**src/rtl/control_fsm.sv**
```systemverilog
// Sequencing and configuration controller for the 4-in/4-out FIFO switch.
// Owns the alto/bajo thresholds, the IDLE qualifier and the sticky FIFO error capture.
//
// state  | meaning
// RESET  | just out of reset, thresholds at defaults
// INIT   | sampling umbral_alto/umbral_bajo, held here while the request is illegal
// IDLE   | all FIFOs empty, counter qualifier high
// ACTIVE | traffic present, arbiter enabled
// ERROR  | FIFO overflow/underflow seen, absorbing until reset
module control_fsm #(
   parameter int NUM_FIFOS = 8,
   parameter int THR_WIDTH = 3,
   parameter int MAX_THR   = 7,
   parameter int RST_ALTO  = 6,
   parameter int RST_BAJO  = 1,
   parameter int IDLE_DLY  = 4
) (
   input  logic                 clk,
   input  logic                 reset,
   input  logic                 init,
   input  logic [THR_WIDTH-1:0] umbral_alto,
   input  logic [THR_WIDTH-1:0] umbral_bajo,
   input  logic [NUM_FIFOS-1:0] empty_fifos,
   input  logic [NUM_FIFOS-1:0] fifo_error,
   output logic [THR_WIDTH-1:0] alto,
   output logic [THR_WIDTH-1:0] bajo,
   output logic [4:0]           state,
   output logic                 IDLE,
   output logic                 active,
   output logic                 cfg_err,
   output logic [NUM_FIFOS-1:0] error_full
);

   typedef enum logic [4:0] {
      S_RESET  = 5'b00001,
      S_INIT   = 5'b00010,
      S_IDLE   = 5'b00100,
      S_ACTIVE = 5'b01000,
      S_ERROR  = 5'b10000
   } state_t;

   localparam logic [3:0]         CNT_LAST = 4'(IDLE_DLY - 1);
   localparam logic [THR_WIDTH:0] MAX_THR_W = (THR_WIDTH+1)'(MAX_THR);

   state_t                 state_q, state_d;
   logic [3:0]             idle_cnt_q, idle_cnt_d;
   logic [THR_WIDTH-1:0]   alto_q, bajo_q;
   logic                   idle_q, active_q, cfg_err_q;
   logic [NUM_FIFOS-1:0]   error_full_q;
   logic                   legal, all_empty, any_err;

   assign legal     = (umbral_bajo < umbral_alto) && ({1'b0, umbral_alto} <= MAX_THR_W);
   assign all_empty = &empty_fifos;
   assign any_err   = |fifo_error;

   always_comb begin
      state_d    = state_q;
      idle_cnt_d = idle_cnt_q;
      case (state_q)
         S_RESET: state_d = S_INIT;
         S_INIT: begin
            if (!init && legal) state_d = S_IDLE;
         end
         S_IDLE: begin
            if (any_err)         state_d = S_ERROR;
            else if (init)       state_d = S_INIT;
            else if (!all_empty) state_d = S_ACTIVE;
         end
         S_ACTIVE: begin
            if (any_err)                     state_d = S_ERROR;
            else if (init)                   state_d = S_INIT;
            else if (!all_empty)             idle_cnt_d = 4'd0;
            else if (idle_cnt_q == CNT_LAST) state_d = S_IDLE;
            else if (idle_cnt_q != 4'hF)     idle_cnt_d = idle_cnt_q + 4'd1;
         end
         S_ERROR: state_d = S_ERROR;
         default: state_d = S_RESET;
      endcase
      // Every state entry starts the all-empty run from zero.
      if (state_d != state_q) idle_cnt_d = 4'd0;
   end

   always_ff @(posedge clk or posedge reset) begin
      if (reset) begin
         state_q      <= S_RESET;
         idle_cnt_q   <= 4'd0;
         alto_q       <= THR_WIDTH'(RST_ALTO);
         bajo_q       <= THR_WIDTH'(RST_BAJO);
         idle_q       <= 1'b0;
         active_q     <= 1'b0;
         cfg_err_q    <= 1'b0;
         error_full_q <= '0;
      end else begin
         state_q    <= state_d;
         idle_cnt_q <= idle_cnt_d;
         idle_q     <= (state_d == S_IDLE);
         active_q   <= (state_d == S_ACTIVE);
         cfg_err_q  <= (state_q == S_INIT) && !legal;
         if ((state_q == S_INIT) && legal) begin
            alto_q <= umbral_alto;
            bajo_q <= umbral_bajo;
         end
         // Includes the edge that enters ERROR, so the triggering pulse is kept.
         if (state_d == S_ERROR) error_full_q <= error_full_q | fifo_error;
      end
   end

   assign state      = state_q;
   assign alto       = alto_q;
   assign bajo       = bajo_q;
   assign IDLE       = idle_q;
   assign active     = active_q;
   assign cfg_err    = cfg_err_q;
   assign error_full = error_full_q;

endmodule

```
**config.mk**
```make
export PLATFORM = sky130hd
export DESIGN_NAME = control_fsm
export DESIGN_NICKNAME = d
export VERILOG_FILES = /design/src/rtl/control_fsm.sv
export SDC_FILE = /design/constraint.sdc
export NUM_CORES = 1
export LEC_CHECK = 0
export CORE_AREA = 5 5 67 69
export DETAILED_ROUTE_END_ITERATION = 6
export DIE_AREA = 0 0 72 74
export PLACE_DENSITY_LB_ADDON = 0.1
export SYNTH_ARGS = -nofsm -noshare
export SYNTH_HDL_FRONTEND = slang
export SYNTH_SLANG_ARGS = --single-unit
```
**constraint.sdc**
```tcl
create_clock -name clk -period 2.2 [get_ports clk]
set_input_delay 0.55 -clock clk [delete_from_list [all_inputs] [get_ports clk]]
set_output_delay 0.55 -clock clk [all_outputs]
set_load 0.01 [all_outputs]
```
==> summary.txt, run 1 <==
Outcome
  • Run status: finished, final reports clean

CTS
  • CTS tree: built
  • CTS Buffer Depth: 2
  • Worst-path clk slew: 80 ps
  • Num CTS Buffers: 3
  • CTS sink cnt: 26
  • H-tree levels: 1
  • Root Driver: clkbuf_8
  • Worst-skew pair later-pin latency: 270 ps

Logic synthesis
  • Number of flops mapped to enable cells by yosys: 0
  • Mapped Avg Cell Area: 10.5 µm²
  • Post-synthesis compound-gate area fraction: 17.2%
  • Register bit total from synthesis: 26
  • Yosys cell types: 48
  • FFs w/ async S/R, synth: 100%
  • Syn nets: 166
  • YS warnings: 0
  • Ranking of synthesized cells by area: dfrtp_1 (38%), dfstp_2 (7.3%), mux2_2 (4.7%)
  • Post-Synth Adder-Cell Area: 2.60%
  • Top cell type's share of synthesized area: 38.2%
  • Post-synthesis simple-gate area fraction: 23.9%
  • Synth Flop Type: dfrtp_1
  • Sequential area share after synthesis: 45.4%
  • Area leader, netlist: dfrtp_1
  • Most frequent cell after synthesis: dfrtp_1
  • Mapped Cells: 138
  • Commonest cells post-synth: dfrtp_1 (22), nor2_1 (14), o21ai_0 (10), a21o_1 (8)
  • Mapped Area: 1440 µm²
  • Largest family of logic cells by synthesized area: simple AND/OR/NAND/NOR gates
  • Post-synthesis mux area share: 4.68%
  • Xor and xnor area share after synthesis: 1.82%

Global routing
  • Pin count of the biggest net entering global routing: 27
  • Gr ovfl total: 0
  • Antenna violations before repair: 0
  • Global-route wire length before repair: 6010 µm
  • Total track usage: 14.4%
  • Vias in the first global route: 1295

Placed design
  • I/O Buffers: 46
  • Placer Congestion: 0.867
  • Worst slack, placed: -294 ps
  • Area after DPL: 2040 µm²
  • Hpwl dp: 2790 µm

Worst setup path
  • Kind of start point of the critical path: register
  • WS Path Type: register to output port
  • Critical-path top delay cell: dfrtp_1
  • Crit path cell chain: clkdlybuf4s50_1
  • Max incr delay on CP: 650 ps
  • Critical path's top delay family: flip-flops
  • Setup crit end kind: output port
  • Worst-path fanout max: 11
  • CP Data Arrival Time: 1560 ps
  • WP data required: 1650 ps
  • Buf/Inv on CP: 1

Pwr
  • Flop pwr share: 39.0%
  • Clock power share: 14.9%
  • Sw Share: 32.4%
  • Logic pwr share: 46.0%
  • VDD IR-drop max: 0.542 mV
  • Pwr dens: 916 nW/µm²
  • Leak Pwr: 0.952 nW
  • Internal power: 1.39 mW
  • NetSw: 0.665 mW

Final layout
  • Antenna diodes: 0
  • Layout cells sized above 1: 29.0%
  • Post-layout util: 58.1%
  • Fin area: 2240 µm²
  • Area growth syn-to-layout: 55.2%
  • # fillers: 359
  • Final net count: 229

Routing
  • Initial drt markers: 39
  • Via/cell ratio: 5.16
  • DRT Pass-1 Iters: 4
  • Vias: 1290
  • Routed WL: 3630 µm
  • Detail Route Antenna Nets: 0
  • Per-cell routed wire length: 14.5 µm
  • Post-detailed-route DRC marker count: 0

Timing
  • Final hold viol count: 0
  • Worst Tran Pin Value: 485 ps
  • # setup viols final: 0
  • Final worst path period share: 95.9%
  • Slew headroom: 67.7%
  • Fmax: 0.474 GHz
  • Minimum clock period: 2110 ps
  • Setup ws final: 89.4 ps
  • Max-slew violations: 0
  • Setup Skew: 4.25 ps

Hold path
  • Worst min path class: register to register

Die
  • # rows: 23
  • Die Ht: 74 µm
  • Initial Util: 37.4%
  • Area of the die: 5330 µm²
  • Die width: 72 µm
  • Core Area: 3860 µm²
  • I/O pins: 47

Flow run
  • Max-cap violations: 0
[layout make-up]
class                      count  area (µm²)  share of cell area (%)
clock buffer                   4        55.1                    2.46
tap                           50        62.6                    2.79
sequential                    26         656                    29.3
multi-input combinational    100         830                    37.0
inverter                       6        22.5                    1.01
timing repair buffer          64         614                    27.4
[registers in the layout, summed over array words and instances (netlist names)]
name,count
IDLE,1
error_full,8
idle_cnt_q,4
alto,3
state,5
active,1
bajo,3
cfg_err,1
[power by group through the flow]
stage | clock network (mW) | registers [mW] | logic, mW
2_1_floorplan | 0 | 0.819 | 0.442
3_3_place_gp | 0 | 0.802 | 0.885
3_5_place_dp | 0 | 0.810 | 0.899
4_1_cts | 0.316 | 0.803 | 0.927
5_1_grt | 0.333 | 0.832 | 1.02
6_report | 0.307 | 0.801 | 0.944
[layer usage]
metal	global-route usage, %	part of all wire [%]	wire length (µm)
met1	17.8	41	1490
met3	4.05	5.0	181
met5	0	0	0
met4	3.76	0.80	29
met2	25.0	53	1930
[metrics by stage]
stage	hold WS [ps]	cells	TNS (ps)	total power, mW
5_1_grt	486	250	-9.68	2.19
4_1_cts	473	248	0	2.05
2_1_floorplan	493	138	0	1.26
3_3_place_gp	446	243	-3920	1.69
6_report	463	250	0	2.05
3_5_place_dp	443	243	-4520	1.71
[repair_timing]
action,in CTS,in global routing
hold buffers,0,0
setup buffers,1,2
endpoints found under the setup margin,2,15
pin swaps,3,14
resized for setup,3,26
endpoints found under the hold margin,0,0
[cell usage in the layout (no fill, tap or decap), types with 2 or more instances in the layout]
| master | Yosys | final |
|---|---|---|
| nor4_4 | 2 | 2 |
| a21oi_1 | 5 | 4 |
| inv_1 | 6 | 6 |
| clkdlybuf4s50_1 | 0 | 40 |
| mux2_2 | 6 | 6 |
| dfrtp_1 | 22 | 22 |
| nor3_2 | 1 | 6 |
| dlymetal6s2s_1 | 0 | 6 |
| a21o_1 | 8 | 8 |
| buf_4 | 2 | 17 |
| nor2b_1 | 3 | 3 |
| o21ai_1 | 1 | 3 |
| and3b_1 | 2 | 2 |
| ha_1 | 3 | 2 |
| clkbuf_8 | 0 | 4 |
| nand3_1 | 4 | 4 |
| o21a_1 | 2 | 2 |
| nor2_1 | 14 | 13 |
| nand2_1 | 2 | 2 |
| xor2_1 | 2 | 2 |
| o21ai_2 | 1 | 2 |
| nor3b_1 | 3 | 2 |
| nand4_1 | 4 | 4 |
| dfstp_2 | 4 | 4 |
| nor2_2 | 1 | 2 |
| o21ai_0 | 10 | 7 |
[kinds of logic (layout without fill, tap and decap cells)]
family / Yosys count / count (layout)
flip-flops: 26 / 26
buffers and inverters: 12 / 74
AO/OA/AOI/OAI: 37 / 37
multiplexers: 6 / 6
AND/OR/NAND/NOR: 51 / 51
adder cells (fa/ha/maj): 3 / 3
XOR/XNOR: 3 / 3
[final timing paths]
check                           depth (start not counted)       endpoint  slack, ps          start
worst max-delay path                                    1       state[2]         90       state[2]
worst min-delay path                                    1  error_full[1]        460  error_full[1]
worst max register to register                          5  idle_cnt_q[1]        190       state[2]
worst min register to register                          1  error_full[1]        460  error_full[1]
max in group asynchronous                               3        alto[2]       1270          reset
min in group asynchronous                               3        bajo[1]        630          reset
Note: power is estimated with default switching activity, not from simulation.
==> run 2, diff against run 1 <==
Settings changed: DONT_BUFFER_PORTS set to 1.
Clock period 2.2 ns to 2 ns, I/O delays scaled along.
==> summary.txt, run 2 (same netlist as run 1, synthesis figures left out) <==
Die
  • Core Area: 3860 µm²
  • Die width: 72 µm
  • Die Ht: 74 µm
  • Area of the die: 5330 µm²
  • Initial Util: 37.4%
  • I/O pins: 47
  • # rows: 23

Global routing
  • Gr ovfl total: 0
  • Total track usage: 13.6%
  • Antenna violations before repair: 0
  • Vias in the first global route: 1202
  • Global-route wire length before repair: 5720 µm
  • Pin count of the biggest net entering global routing: 19

Timing
  • Fmax: 0.532 GHz
  • Min Hold Slack: 57.5 ps
  • Minimum clock period: 1880 ps
  • Final worst path period share: 93.9%
  • Max-slew violations: 0
  • Slew headroom: 78.3%
  • Setup Skew: 2.68 ps
  • Worst Tran Pin Value: 323 ps
  • # setup viols final: 0
  • Final hold viol count: 0

Worst setup path
  • Total stage count of the critical path: 6
  • Kind of start point of the critical path: register
  • Worst r2r src: state[2]
  • Setup crit end kind: register
  • Critical path's top delay family: simple AND/OR/NAND/NOR gates
  • Crit path cell chain: nor3_4 -> nand4_1 -> a211oi_2 -> nor2_1 -> o31ai_4 -> nor3_2
  • WP data required: 2160 ps
  • Reg-to-reg slack, setup: 120 ps
  • WS Path Type: register to register
  • Buf/Inv on CP: 0
  • CP Data Arrival Time: 2030 ps
  • Max incr delay on CP: 490 ps
  • Critical path launch point: state[2]
  • Critical-path top delay cell: dfrtp_2
  • Worst-path fanout max: 9
  • FF-to-FF path depth: 6

Routing
  • Initial drt markers: 32
  • DRT Pass-1 Iters: 4
  • Via/cell ratio: 5.51
  • Per-cell routed wire length: 16.7 µm
  • Vias: 1096
  • Routed WL: 3330 µm
  • Post-detailed-route DRC marker count: 0
  • Detail Route Antenna Nets: 0

CTS
  • Num CTS Buffers: 3
  • H-tree levels: 1
  • Root Driver: clkbuf_8
  • CTS Buffer Depth: 2
  • CTS sink cnt: 26
  • Post-CTS Hold Fix Bufs: 0
  • CTS tree: built
  • Worst-skew pair later-pin latency: 270 ps
  • Worst-path clk slew: 90 ps

Final layout
  • Layout cells sized above 1: 30.9%
  • Final net count: 178
  • Antenna diodes: 0
  • Commonest non-fill, non-tap cell in the layout: dfrtp_1
  • Area growth syn-to-layout: 16.9%
  • # fillers: 377
  • Max FFs per register: 8
  • Most frequent cells in the layout: dfrtp_1 (21), nor2_1 (13), buf_4 (13), o21ai_0 (10), a21o_1 (8)

Pwr
  • Pwr dens: 1180 nW/µm²
  • VDD IR-drop max: 0.658 mV
  • Leak Pwr: 0.698 nW
  • Pwr Total: 1.99 mW

Placed design
  • Placer Congestion: 0.816
  • Hpwl dp: 2650 µm
  • I/O Buffers: 0

Hold path
  • Worst min path class: primary input to asynchronous set/reset pin

Flow run
  • Max-cap violations: 0

Outcome
  • Run status: finished, final reports clean
-- run 2: cell types whose count changed in the layout (fill, tap and decap cells not counted), moves of 2 or more --
cell / change
nor3_2: -2
o21ai_1: -2
o21ai_0: +3
nor3_1: +2
dlymetal6s2s_1: -6
buf_4: -4
clkdlybuf4s50_1: -40
-- run 2: final timing paths --
path,end
min in group clk,state[2]
max in group asynchronous,bajo[0]
worst max-delay path,idle_cnt_q[2]
worst min-delay path,error_full[7]
worst max register to register,idle_cnt_q[2]
worst min register to register,error_full[4]
-- run 2: metal layers --
layer,wire [µm],GRT usage (%),vias to the layer above
met1,1370,16.1,530
met5,0,0,-
met3,308,6.08,8
li1,-,-,517
met4,64,4.59,0
met2,1590,22.2,41
-- run 2: what timing repair did --
action / in CTS / in global routing
cloned: 0 / 0
setup buffers: 0 / 1
pin swaps: 0 / 2
endpoints found under the hold margin: 0 / 0
endpoints found under the setup margin: 1 / 12
resized for setup: 1 / 8
-- run 2: through the flow --
stage | setup TNS [ps] | instances | instance area (µm²) | setup slack [ps] | util, %
3_5_place_dp | -126 | 194 | 1560 | -38.0 | 40.3
3_3_place_gp | 0 | 194 | 1560 | 1.89 | 40.3
4_1_cts | 0 | 198 | 1640 | 2.72 | 42.4
6_report | 0 | 199 | 1690 | 121 | 43.7
5_1_grt | -10.7 | 199 | 1690 | -7.25 | 43.7
2_1_floorplan | 0 | 138 | 1440 | 130 | -
-- run 2: worst reg2reg max path: stages, from the launching register on --
cell	delay (ps)
dfrtp_2	490
nor3_4	300
nand4_1	150
a211oi_2	270
nor2_1	110
o31ai_4	350
nor3_2	80
-- run 2: cell type report --
class	instances	area, µm²	share of cell area [%]
clock inverter	1	30.0	1.78
sequential	26	657	38.9
timing repair buffer	13	97.6	5.79
multi-input combinational	100	776	46.0
tap	50	62.6	3.71
clock buffer	3	41.3	2.45
inverter	6	22.5	1.34
-- run 2: power by group --
group          internal, mW  switching (mW)  total (mW)
clock                 0.268           0.169       0.437
sequential            0.727           0.217       0.944
combinational         0.321           0.287       0.609
==> run 3, diff against run 2 <==
Settings changed: ABC_CLOCK_PERIOD_IN_PS set to 2000.
==> results of run 3 <==
Final layout, timing and power as in run 2 (identical DEF).
